$ cat src/rtl/req_priority_arbiter.sv
// req_priority_arbiter: 8-requester arbiter with a registered one-hot grant.
// Fixed priority (bit 7 highest) or round robin from the last granted index.
// A hold-time limit lets pending requesters preempt a long-running holder.
module req_priority_arbiter #(
    parameter int MAX_HOLD = 16  // legal range 1..255
) (
    input  logic       clk,
    input  logic       rst,
    input  logic       en,
    input  logic       rr_mode,
    input  logic [7:0] req,
    output logic [7:0] grant,
    output logic [2:0] grant_id,
    output logic       grant_valid,
    output logic       preempted
);

    localparam logic [7:0] HOLD_LIMIT = 8'(MAX_HOLD);

    typedef enum logic {
        IDLE  = 1'b0,
        GRANT = 1'b1
    } state_t;

    // What the arbiter does at the coming edge; drives both next state and outputs.
    typedef enum logic [2:0] {
        ACT_STAY_IDLE,  // IDLE, nothing to grant
        ACT_NEW,        // IDLE -> GRANT, first grant
        ACT_SWITCH,     // holder released, hand over with no idle cycle
        ACT_RELEASE,    // holder released, nobody eligible -> IDLE
        ACT_PREEMPT,    // holder exceeded its hold limit, hand over
        ACT_HOLD        // holder keeps the grant
    } action_t;

    state_t     state;
    state_t     state_nxt;
    action_t    action;

    logic [7:0] hold_cnt;
    logic [2:0] last_id;

    logic [7:0] cand_mask;
    logic       cand_any;
    logic [2:0] win_id;
    logic       holder_req;
    logic       hold_expired;

    logic [7:0] grant_nxt;
    logic [2:0] grant_id_nxt;
    logic       grant_valid_nxt;
    logic       preempted_nxt;
    logic [7:0] hold_cnt_nxt;
    logic [2:0] last_id_nxt;

    // ------------------------------------------------------------------
    // Winner functions
    // ------------------------------------------------------------------

    // Highest set index; the same ordering as the 8:3 priority encoder.
    function automatic logic [2:0] fixed_win(input logic [7:0] m);
        logic [2:0] idx;
        idx = 3'd0;
        for (int i = 0; i < 8; i++) begin
            if (m[i]) idx = 3'(i);
        end
        return idx;
    endfunction

    // First set bit scanning last+1, last+2, ... modulo 8.
    function automatic logic [2:0] rr_win(input logic [7:0] m, input logic [2:0] last);
        logic [2:0] idx;
        logic [2:0] win;
        logic       found;
        win   = 3'd0;
        found = 1'b0;
        for (int k = 1; k <= 8; k++) begin
            idx = last + 3'(k);
            if (!found && m[idx]) begin
                win   = idx;
                found = 1'b1;
            end
        end
        return win;
    endfunction

    function automatic logic [7:0] onehot(input logic [2:0] id);
        return 8'b1 << id;
    endfunction

    // ------------------------------------------------------------------
    // Candidate selection
    // ------------------------------------------------------------------

    // Candidates are all requesters from IDLE, everyone but the holder in GRANT.
    always_comb begin
        // NOTE: every comb output gets a default first so no path leaves it
        // unassigned, which would otherwise infer a latch.
        cand_mask    = req;
        holder_req   = 1'b0;
        hold_expired = 1'b0;
        if (state == GRANT) begin
            cand_mask    = req & ~grant;
            holder_req   = |(req & grant);
            hold_expired = (hold_cnt >= HOLD_LIMIT);
        end
        cand_any = |cand_mask;
        win_id   = rr_mode ? rr_win(cand_mask, last_id) : fixed_win(cand_mask);
    end

    // ------------------------------------------------------------------
    // FSM: state register
    // ------------------------------------------------------------------

    // State register with synchronous reset.
    always_ff @(posedge clk) begin
        // NOTE: sequential state uses non-blocking assignments so every flop
        // samples pre-edge values regardless of statement order.
        if (rst) state <= IDLE;
        else     state <= state_nxt;
    end

    // ------------------------------------------------------------------
    // FSM: next-state / decision logic
    // ------------------------------------------------------------------

    // Pick the action for this edge and the resulting state.
    always_comb begin
        action    = ACT_STAY_IDLE;
        state_nxt = state;
        unique case (state)
            IDLE: begin
                if (en && cand_any) begin
                    action    = ACT_NEW;
                    state_nxt = GRANT;
                end
            end
            GRANT: begin
                if (!holder_req) begin
                    if (en && cand_any) begin
                        action = ACT_SWITCH;
                    end else begin
                        action    = ACT_RELEASE;
                        state_nxt = IDLE;
                    end
                end else if (en && hold_expired && cand_any) begin
                    action = ACT_PREEMPT;
                end else begin
                    action = ACT_HOLD;
                end
            end
            default: begin
                action    = ACT_RELEASE;
                state_nxt = IDLE;
            end
        endcase
    end

    // ------------------------------------------------------------------
    // FSM: output logic (next values of the registered outputs)
    // ------------------------------------------------------------------

    // Translate the chosen action into next grant, counters and pulse.
    always_comb begin
        grant_nxt       = grant;
        grant_id_nxt    = grant_id;
        grant_valid_nxt = grant_valid;
        preempted_nxt   = 1'b0;
        hold_cnt_nxt    = hold_cnt;
        last_id_nxt     = last_id;
        unique case (action)
            ACT_NEW, ACT_SWITCH, ACT_PREEMPT: begin
                grant_nxt       = onehot(win_id);
                grant_id_nxt    = win_id;
                grant_valid_nxt = 1'b1;
                preempted_nxt   = (action == ACT_PREEMPT);
                hold_cnt_nxt    = 8'd1;
                last_id_nxt     = win_id;
            end
            ACT_RELEASE, ACT_STAY_IDLE: begin
                grant_nxt       = 8'd0;
                grant_id_nxt    = 3'd0;
                grant_valid_nxt = 1'b0;
                hold_cnt_nxt    = 8'd0;
            end
            ACT_HOLD: begin
                // Saturate so a long single holder never wraps the counter.
                if (hold_cnt < HOLD_LIMIT) hold_cnt_nxt = hold_cnt + 8'd1;
                else                       hold_cnt_nxt = HOLD_LIMIT;
            end
            default: begin
                grant_nxt       = 8'd0;
                grant_id_nxt    = 3'd0;
                grant_valid_nxt = 1'b0;
                hold_cnt_nxt    = 8'd0;
            end
        endcase
    end

    // Output and bookkeeping registers.
    always_ff @(posedge clk) begin
        // NOTE: only control registers exist here, so each one takes an explicit
        // reset value; last_id=7 makes round robin start at requester 0.
        if (rst) begin
            grant       <= 8'd0;
            grant_id    <= 3'd0;
            grant_valid <= 1'b0;
            preempted   <= 1'b0;
            hold_cnt    <= 8'd0;
            last_id     <= 3'd7;
        end else begin
            grant       <= grant_nxt;
            grant_id    <= grant_id_nxt;
            grant_valid <= grant_valid_nxt;
            preempted   <= preempted_nxt;
            hold_cnt    <= hold_cnt_nxt;
            last_id     <= last_id_nxt;
        end
    end

endmodule

$ cat config.mk
export PLATFORM = sky130hd
export DESIGN_NAME = req_priority_arbiter
export DESIGN_NICKNAME = d
export VERILOG_FILES = /design/src/rtl/req_priority_arbiter.sv
export SDC_FILE = /design/constraint.sdc
export NUM_CORES = 1
export LEC_CHECK = 0
export BUFFER_PORTS_ARGS = -buffer_cell sky130_fd_sc_hd__buf_4
export CAP_MARGIN = 15
export CORE_MARGIN = 2
export CORE_UTILIZATION = 58
export CTS_CLUSTER_DIAMETER = 120
export DETAILED_ROUTE_END_ITERATION = 10
export PLACE_DENSITY = 0.79
export SYNTH_ARGS = -nofsm -noshare
export SYNTH_HDL_FRONTEND = slang
export SYNTH_SLANG_ARGS = --single-unit
$ cat constraint.sdc
create_clock -name clk -period 4.3 [get_ports clk]
set_input_delay 0.86 -clock clk [delete_from_list [all_inputs] [get_ports clk]]
set_output_delay 0.86 -clock clk [all_outputs]
set_load 0.005 [all_outputs]
==> metrics.csv <==
metric,value,unit
status,"finished, final reports clean",
multiInputGateArea,0.00151,mm²
ir_drop,279,µV
viasPerCell,6.88,
root_buffer,clkbuf_4,
yosysUniqueCellTypes,65,
row_count,21,
clock.fmax,254,MHz
crit_chain,"inv_2, ha_1, xnor2_2, mux4_2, o21a_1, a2111oi_0, o32ai_1, a31o_2, a32o_1",
finalSetupViolations,0,
fillers,288,
clockBufferDepth,2,
worst_hold_slack,0.467,ns
htree_num_levels,1,
clock_skew,0.0168,ns
wl,5780,µm
period_needed,3.93,ns
relSlewSlack,47.1,%
rsz0062_at_grt,false,
hold_viol,0,
regToRegStartpoint,last_id[0]$_SDFFE_PP1P_,
mostFrequentLayoutCells,"30 x nand2_1, 26 x buf_4, 25 x dfxtp_1",
synth-edff-count,0,
drv_slew,0,
yosysTopAreaCell,dfxtp_1,
clkTransAtPathRegs,0.15,ns
worst-path-stages,9,
grt_first_pass_wirelength,9490,µm
reg2reg_to,grant[2]$_SDFFE_PP0P_,
leakage,0.911,nW
die-area,0.00411,mm²
antenna_found_initial,0,
required,4.55,ns
post_dp_cell_area,0.00230,mm²
synth.area.top_cells,"dfxtp_1 24%, mux4_2 9.7%, nand2_1 5.4%",
seq_area_frac_synth,23.9,%
regToRegSetupSlack,0.37,ns
design_area,0.00234,mm²
ctsResizeCount,0,
grt_max_degree,19,
crit_path_end,grant[2]$_SDFFE_PP0P_,
fin_crit_sh,91.5,%
worst_slack,0.368,ns
drt-pass1-iter-count,5,
synth_top_area_share,23.9,%
initial_utilization,61.8,%
num_antenna_cells,0,
gp_congestion,1.03,
vias,2126,
power.total,0.770,mW
worstHoldPathCells,2,
ios,25,
layout-drive-gt1-share,21.3,%
portBuffers,24,
final_common_cell,nand2_1,
crit_family,compound AO/OA/AOI/OAI gates,
cap_violations,0,
async_reset_ff_share,0,%
postSynthAreaPerCell,8.65,µm²
grt_pass1_vias,1961,
syn_area,0.00209,mm²
pre_cts_ws,0.326,ns
cts_tree,yes,
path_buf_inv,1,
drc_errors,0,
cp_slowest_cell,dfxtp_1,
syn2layout_area_growth,11.8,%
final_nets,280,
setup_tns,0,ns
grt_overflow,0,
r2r_cells,9,
fp.dieH,64.1,µm
die_w,64.1,µm
worstSkewPairLatency,0.34,ns
hold_path.class,reg2reg,
synth-seq-cells,25,
drt_iter0_drc,351,
ff_latch_area,500,µm²
postCtsHoldBufs,0,
ys.warnings.count,0,
synthCells,242,
path_class,reg2reg,
core_area,0.00339,mm²
tightest_slew,0.787,ns
grt_util_all_layers,29.5,%
startpoint,last_id[0]$_SDFFE_PP1P_,
critPathMaxFanout,15,
end_kind,register,
wire_per_inst,18.7,µm
power_density,329,mW/mm²
cts_sinks,25,
yosys_most_used_dff,dfxtp_1,
worstPathArrival,4.19,ns
slowest_delay,0.69,ns
cts_setup_buffers,0,
dp_hpwl,4460,µm
startpoint_type,register,
cts_buffers,3,
ant_nets,0,
[report_power, final]
part	switching (mW)	total [mW]	internal, mW
registers	0.0279	0.275	0.247
clock network	0.0757	0.114	0.0380
logic	0.219	0.382	0.163
[how the worst min path moves through the flow]
| stage | endpoint | slack, ns | startpoint |
|---|---|---|---|
| after CTS | grant_id[1]$_SDFFE_PP0P_ | 0.47 | grant_id[1]$_SDFFE_PP0P_ |
| final | grant_valid$_SDFFE_PP0P_ | 0.47 | grant_valid$_SDFFE_PP0P_ |
| after global placement | grant_id[1]$_SDFFE_PP0P_ | 0.45 | grant_id[1]$_SDFFE_PP0P_ |
| after detailed placement | grant_id[1]$_SDFFE_PP0P_ | 0.45 | grant_id[1]$_SDFFE_PP0P_ |
| after global routing | grant_id[1]$_SDFFE_PP0P_ | 0.48 | grant_id[1]$_SDFFE_PP0P_ |
| after floorplan | grant_id[0]$_SDFFE_PP0P_ | 0.45 | grant_id[0]$_SDFFE_PP0P_ |
[flip-flops by register name, indices dropped and copies added, names as in the netlist]
| name | count |
|---|---|
| grant | 8 |
| hold_cnt | 8 |
| grant_id | 3 |
| last_id | 3 |
| grant_valid | 1 |
| preempted | 1 |
| state | 1 |
[per-stage QoR]
stage	util [%]	cells
floorplan	-	244
global placement	67.9	305
detailed placement	67.9	305
CTS	68.8	309
global route	69.0	309
finish	69.0	309
[layout make-up]
cell class | count | area share (%)
clock buffer | 3 | 0.963
clock inverter | 1 | 0.374
inverter | 13 | 2.09
multi-input combinational | 195 | 64.4
sequential | 25 | 21.4
tap | 46 | 2.46
timing repair buffer | 26 | 8.34
[per-layer routing]
metal | wire length [µm] | vias up | global-route usage [%]
li1 | - | 973 | -
met4 | 161 | 0 | 13.9
met2 | 2710 | 137 | 47.9
met3 | 592 | 21 | 4.23
met5 | 0 | - | 0
met1 | 2320 | 995 | 38.4
[synth_stat cells, types with 2 or more instances]
library cell  number
a2111oi_0          2
a21bo_2            2
a21boi_0           5
a21boi_1           5
a21o_1             2
a21oi_1           14
a22oi_1            4
a2bb2oi_1          3
a31oi_1            3
a32o_1             4
and2_1             3
and3_1             2
buf_2              3
buf_4              2
clkbuf_1           6
dfxtp_1           25
ha_1               4
inv_1             11
inv_2              2
mux2_2             3
mux2i_1           10
mux4_2             9
nand2_1           30
nand2b_1           4
nand3_1            3
nor2_1            14
nor3_1             5
nor3b_1            2
nor4_1             2
nor4_2             2
o211ai_1           3
o21ai_0            7
o221ai_1           5
o22ai_1            3
o31ai_1            4
xnor2_1            3
xor2_1             3
[kinds of logic (layout without fill, tap and decap cells)]
family	after synthesis	in the layout	synth area share (%)
adder cells (fa/ha/maj)	4	4	2.39
AO/OA/AOI/OAI	86	86	30.9
buffers and inverters	24	43	4.84
multiplexers	23	23	16.8
XOR/XNOR	6	6	2.51
other	1	3	0.179
AND/OR/NAND/NOR	73	73	18.5
flip-flops	25	25	23.9
[tightest hold or removal path, cell delays in order, from the launching register on]
cell and delay [ns]:
dfxtp_1 0.33, nand2_1 0.05, a21oi_1 0.05
No activity file was read; power rests on OpenSTA's default activity.
